`src/rtl/isa_pkg.sv`:
```
// Shared ISA constants, FSM state type and decode helpers for the fetch stage.
package isa_pkg;

  localparam int ADDR_W  = 10;
  localparam int INSTR_W = 10;

  // Unconditional jump opcode occupies the top four bits of the word.
  localparam logic [3:0]         OP_JUMP   = 4'b1000;
  localparam logic [INSTR_W-1:0] HALT_WORD = 10'b0010000010;

  typedef enum logic {
    RUN    = 1'b0,
    HALTED = 1'b1
  } state_t;

  // True when the word is an unconditional jump that fetch consumes itself.
  function automatic logic is_jump(input logic [INSTR_W-1:0] word);
    return word[INSTR_W-1 -: 4] == OP_JUMP;
  endfunction

  // True when the word is the halt instruction.
  function automatic logic is_halt(input logic [INSTR_W-1:0] word);
    return word == HALT_WORD;
  endfunction

endpackage

```
`src/rtl/fetch_next_pc.sv`:
```
// Combinational next-pc selection: redirect, folded jump, hold, or increment.
module fetch_next_pc
  import isa_pkg::*;
#(
  parameter int ADDR_W = isa_pkg::ADDR_W
) (
  input  logic [ADDR_W-1:0] pc,
  input  logic              redirect,
  input  logic [ADDR_W-1:0] redirect_target,
  input  logic              jump,
  input  logic [ADDR_W-1:0] jump_target,
  input  logic              hold,
  output logic [ADDR_W-1:0] next_pc
);

  // Priority mux; the increment wraps naturally at the top of the address space.
  always_comb begin
    next_pc = pc + ADDR_W'(1);
    if (redirect) begin
      next_pc = redirect_target;
    end else if (hold) begin
      next_pc = pc;
    end else if (jump) begin
      next_pc = jump_target;
    end
  end

endmodule

```
`src/rtl/instr_fetch_unit.sv`:
```
// Program counter, instruction register, halt FSM and issue counter for the fetch stage.
module instr_fetch_unit
  import isa_pkg::*;
#(
  parameter int              ADDR_W   = isa_pkg::ADDR_W,
  parameter int              INSTR_W  = isa_pkg::INSTR_W,
  parameter logic [ADDR_W-1:0] RESET_PC = '0,
  parameter int              CNT_W    = 16
) (
  input  logic               clk,
  input  logic               reset,
  output logic [ADDR_W-1:0]  rom_addr,
  input  logic [INSTR_W-1:0] rom_data,
  input  logic               stall,
  input  logic               branch_taken,
  input  logic [ADDR_W-1:0]  branch_target,
  output logic [INSTR_W-1:0] instr_out,
  output logic [ADDR_W-1:0]  instr_pc,
  output logic               instr_valid,
  output logic               halted,
  output logic [CNT_W-1:0]   issue_count
);

  state_t               state_reg, state_next;
  logic [ADDR_W-1:0]    pc_reg, pc_next;
  logic [INSTR_W-1:0]   instr_reg, instr_next;
  logic [ADDR_W-1:0]    instr_pc_reg, instr_pc_next;
  logic                 valid_reg, valid_next;
  logic [CNT_W-1:0]     count_reg, count_next;

  logic                 word_is_jump;
  logic                 word_is_halt;
  logic                 fetch_active;
  logic                 jump_sel;
  logic                 hold_sel;
  logic                 issue;
  logic [ADDR_W-1:0]    jump_target;

  assign word_is_jump = is_jump(rom_data);
  assign word_is_halt = is_halt(rom_data);

  // Fetch only acts on the ROM word when running, not stalled and not redirected.
  assign fetch_active = !branch_taken && !stall && (state_reg == RUN);
  assign jump_sel     = fetch_active && word_is_jump;
  assign issue        = fetch_active && !word_is_jump;
  assign hold_sel     = stall || (state_reg == HALTED) || (issue && word_is_halt);

  // Jump target is the low six bits, zero-extended to a full address.
  assign jump_target  = ADDR_W'(rom_data[5:0]);

  fetch_next_pc #(
    .ADDR_W(ADDR_W)
  ) u_next_pc (
    .pc              (pc_reg),
    .redirect        (branch_taken),
    .redirect_target (branch_target),
    .jump            (jump_sel),
    .jump_target     (jump_target),
    .hold            (hold_sel),
    .next_pc         (pc_next)
  );

  // Next-state and instruction-register decode; everything holds unless updated.
  always_comb begin
    state_next    = state_reg;
    instr_next    = instr_reg;
    instr_pc_next = instr_pc_reg;
    valid_next    = valid_reg;
    count_next    = count_reg;
    if (branch_taken) begin
      valid_next = 1'b0;
      state_next = RUN;
    end else if (stall) begin
      valid_next = valid_reg;
    end else if (state_reg == RUN) begin
      if (word_is_jump) begin
        valid_next = 1'b0;
      end else begin
        instr_next    = rom_data;
        instr_pc_next = pc_reg;
        valid_next    = 1'b1;
        if (word_is_halt) begin
          state_next = HALTED;
        end
      end
    end else begin
      valid_next = 1'b0;
    end
    if (issue && (count_reg != {CNT_W{1'b1}})) begin
      count_next = count_reg + CNT_W'(1);
    end
  end

  // State, PC, IR and counter registers with synchronous reset.
  always_ff @(posedge clk) begin
    if (reset) begin
      state_reg    <= RUN;
      pc_reg       <= RESET_PC;
      instr_reg    <= '0;
      instr_pc_reg <= '0;
      valid_reg    <= 1'b0;
      count_reg    <= '0;
    end else begin
      state_reg    <= state_next;
      pc_reg       <= pc_next;
      instr_reg    <= instr_next;
      instr_pc_reg <= instr_pc_next;
      valid_reg    <= valid_next;
      count_reg    <= count_next;
    end
  end

  assign rom_addr    = pc_reg;
  assign instr_out   = instr_reg;
  assign instr_pc    = instr_pc_reg;
  assign instr_valid = valid_reg;
  assign halted      = (state_reg == HALTED);
  assign issue_count = count_reg;

endmodule

```
`config.mk`:
```
export PLATFORM = sky130hd
export DESIGN_NAME = instr_fetch_unit
export DESIGN_NICKNAME = d
export VERILOG_FILES = /design/src/rtl/isa_pkg.sv /design/src/rtl/fetch_next_pc.sv /design/src/rtl/instr_fetch_unit.sv
export SDC_FILE = /design/constraint.sdc
export NUM_CORES = 1
export LEC_CHECK = 0
export BUFFER_PORTS_ARGS = -buffer_cell sky130_fd_sc_hd__clkbuf_2
export CORE_UTILIZATION = 50
export DETAILED_ROUTE_END_ITERATION = 10
export MAX_ROUTING_LAYER = met4
export PLACE_DENSITY = 0.75
export SLEW_MARGIN = 15
export SYNTH_ARGS = -nofsm -noshare
export SYNTH_HDL_FRONTEND = slang
export SYNTH_SLANG_ARGS = --single-unit
export TNS_END_PERCENT = 5
```
`constraint.sdc`:
```
create_clock -name clk -period 2.65 [get_ports clk]
set_clock_uncertainty 0.15 [all_clocks]
set_input_delay 0.53 -clock clk [delete_from_list [all_inputs] [get_ports clk]]
set_output_delay 0.53 -clock clk [all_outputs]
set_load 0.03 [all_outputs]
```
==> results.md <==
- Final WL: roughly 6200 um
- Worst-Skew Late Latency: 0.30 ns
- Placed insts: a little over 400
- Syn Area/Cell: 8.27 um^2
- DR WL/cell: between 15 and 20 um
- Max-cap check violation count: 0
- Rows: 24
- Max Freq: approximately 460 MHz
- Setup crit end kind: flop
- Sum Neg Setup Slack: 0 ns
- Most common cell after layout, fill and taps aside: clkbuf_2
- Worst EP arrival: approximately 2.2 ns
- Total power: between 1 and 1.5 mW
- Synth Warn #: 0
- Remaining antenna violation count: 0
- Asr flop ratio synth: 0%
- Die height: roughly 71 um
- Dpl hpwl: 4520 um
- Leakage power: 1.16 nW
- Final setup viols: 0
- # IOs: 72
- Tmin final: 2.16 ns
- Antenna Cells: 0
- Reg2Reg Depth: 5
- Met1 usage: between 30% and 40%
- Worst path depth: 5
- Final WS setup: between 0.4 and 0.5 ns
- Cell Pwr Density: roughly 520 nW/um^2
- Met3 GRT Util: around 4.4%
- Setup bufs post-CTS: 0
- Via Count: between 2000 and 2500
- Post-cts sizing count: 0
- Seq/Total Area, Yosys: between 40% and 50%
- Max FO, Critical Path: 21
- Slew @ Worst Pin: between 0.6 and 0.7 ns
- Critical path's slowest cell: or4_1
- Delay-heaviest family, CP: simple AND/OR/NAND/NOR gates
- Initial DRC Count: 161
- Cell variety after synth: 47
- Clock sink total: 48
- CTS tree: done
- RSZ-0062 raised after global routing: no
- Vias in the first global route: about 2100
- Critical Path Max Stage Delay: about 0.56 ns
- Worst min-delay path category: in -> reg
- CP Data Required Time: approximately 2.7 ns
- Initial Util: ~53%
- Number of flops mapped to enable cells by yosys: 0
- Buffers on Ports: 71
- Top Usage Layer GRT: met1
- Hold path cells: 3
- Pre-CTS setup slack: 0.237 ns
- Cell Chain, Critical Path: ha_1, and3_1, and4_1, or4_1, a21oi_1
- Longest Clk Path Bufs: 2
- Syn_nets: between 300 and 400
- H-tree depth: 2
- Core area: roughly 4400 um^2
- Largest net degree at the start of global routing: 46
- Cell Count, Final, Fillers Out: about 400
- Clk slew on worst S/H paths: 0.09 ns
- Cell count after synthesis: 287
- DRC: 0
- FILL cells: 415
- Max-slew headroom: ~60%
- Commonest non-fill, non-tap cells in the layout: clkbuf_2, nand2_1, dfxtp_1, a21oi_1, nand3_1
- Final #Nets: 384
- GRT Resource Usage Total: approximately a quarter
- Area Growth Syn to Fin: 21.6%
- TritonRoute pass-1 iters: 6
- Share of cells above drive strength 1: roughly 27%
- Die area: 5020 um^2
- CP bufs+invs: 0
- CTS root buf: clkbuf_8
- Num CTS Buffers: 5
- Type of origin of the critical path: flop
- Netlist Area Pre-Place: roughly 2400 um^2
- Max reg flops: 16
- First-pass GRT wire length: 9870 um
- Main flop type after synthesis: dfxtp_1
- Initial antenna violation count: 0
- Peak supply drop: ~0.00033 V
- Final Hold Viols: 0
- Fin crit share: between 80 and 90%
- Number of vias per cell: slightly above 6
- Die W: just over 70 um
- CTS Hold Bufs: 0
- M2 GR Usage: a little under two fifths
- Outcome: completed
- Crit Path Class: reg -> reg
- Placer Congestion: roughly 0.9
- Remaining Overflow, GRT: 0
- Seq cells post-synth: between 40 and 50
- Max-slew violation count: 0
==> per-layer routing <==
metal  wire length [um]  share of wire (%)
met5                  0                  0
met1               3030                 49
met2               2740                 44
met4                 49               0.79
met3                410                6.6
==> synthesized netlist by cell type, types with 4 or more instances <==
| library cell | n | area [um^2] |
|---|---|---|
| nand4_1 | 7 | 43.8 |
| nand2_1 | 50 | 188 |
| o31ai_1 | 13 | 97.6 |
| and4_1 | 5 | 43.8 |
| nand3_1 | 17 | 85.1 |
| a31oi_1 | 4 | 25.0 |
| a32oi_1 | 4 | 35.0 |
| o211ai_1 | 4 | 30.0 |
| buf_2 | 5 | 25.0 |
| clkbuf_1 | 8 | 30.0 |
| and3_1 | 4 | 25.0 |
| inv_1 | 6 | 22.5 |
| nor2_1 | 9 | 33.8 |
| or4_1 | 11 | 82.6 |
| a21oi_1 | 35 | 175 |
| dfxtp_1 | 48 | 961 |
==> cell type report <==
type                    count  area, um^2  share of cell area (%)
multi-input cells         215        1300                    45.2
clock buffers               5        68.8                    2.39
well taps                  52        65.1                    2.25
repair buffers             81         430                    14.9
clock inverters             1        30.0                    1.04
flip-flops and latches     48         961                    33.3
inverters                   7        26.3                   0.911
==> worst paths after layout <==
| check | start | to | slack, ns |
|---|---|---|---|
| setup / recovery | issue_count[0]$_SDFFE_PP0P_ | issue_count[13]$_SDFFE_PP0P_ | 0.49 |
| hold / removal | branch_target[7] | rom_addr[7]$_SDFFE_PP0P_ | 0.30 |
| setup reg to reg | issue_count[0]$_SDFFE_PP0P_ | issue_count[13]$_SDFFE_PP0P_ | 0.49 |
| hold reg to reg | instr_out[7]$_SDFFE_PP0P_ | instr_out[7]$_SDFFE_PP0P_ | 0.31 |
==> worst min-delay path, stage by stage <==
cell and delay (ns):
clkbuf_2 0.07, a32oi_1 0.04, nand3_1 0.07
==> power breakdown <==
| part | internal [mW] | switching [mW] | total (mW) |
|---|---|---|---|
| registers | 0.746 | 0.0299 | 0.775 |
| clock network | 0.271 | 0.236 | 0.507 |
| logic | 0.0707 | 0.139 | 0.210 |
==> per-stage QoR <==
stage               instance area [um^2]  util [%]  hold WS (ns)
floorplan                           2370         -         0.430
global placement                    2790      62.7         0.293
detailed placement                  2790      62.7         0.297
CTS                                 2890      64.9         0.302
global route                        2890      64.9         0.321
finish                              2890      64.9         0.303
==> cells by family after synthesis <==
group	synth area share (%)
and+or+nand+nor	29.7
AOI/OAI and AO/OA	23.7
DFF	40.5
buffers and inverters	4.54
adders and majority gates	1.05
muxes	0.475
(Power assumes the default switching activity.)
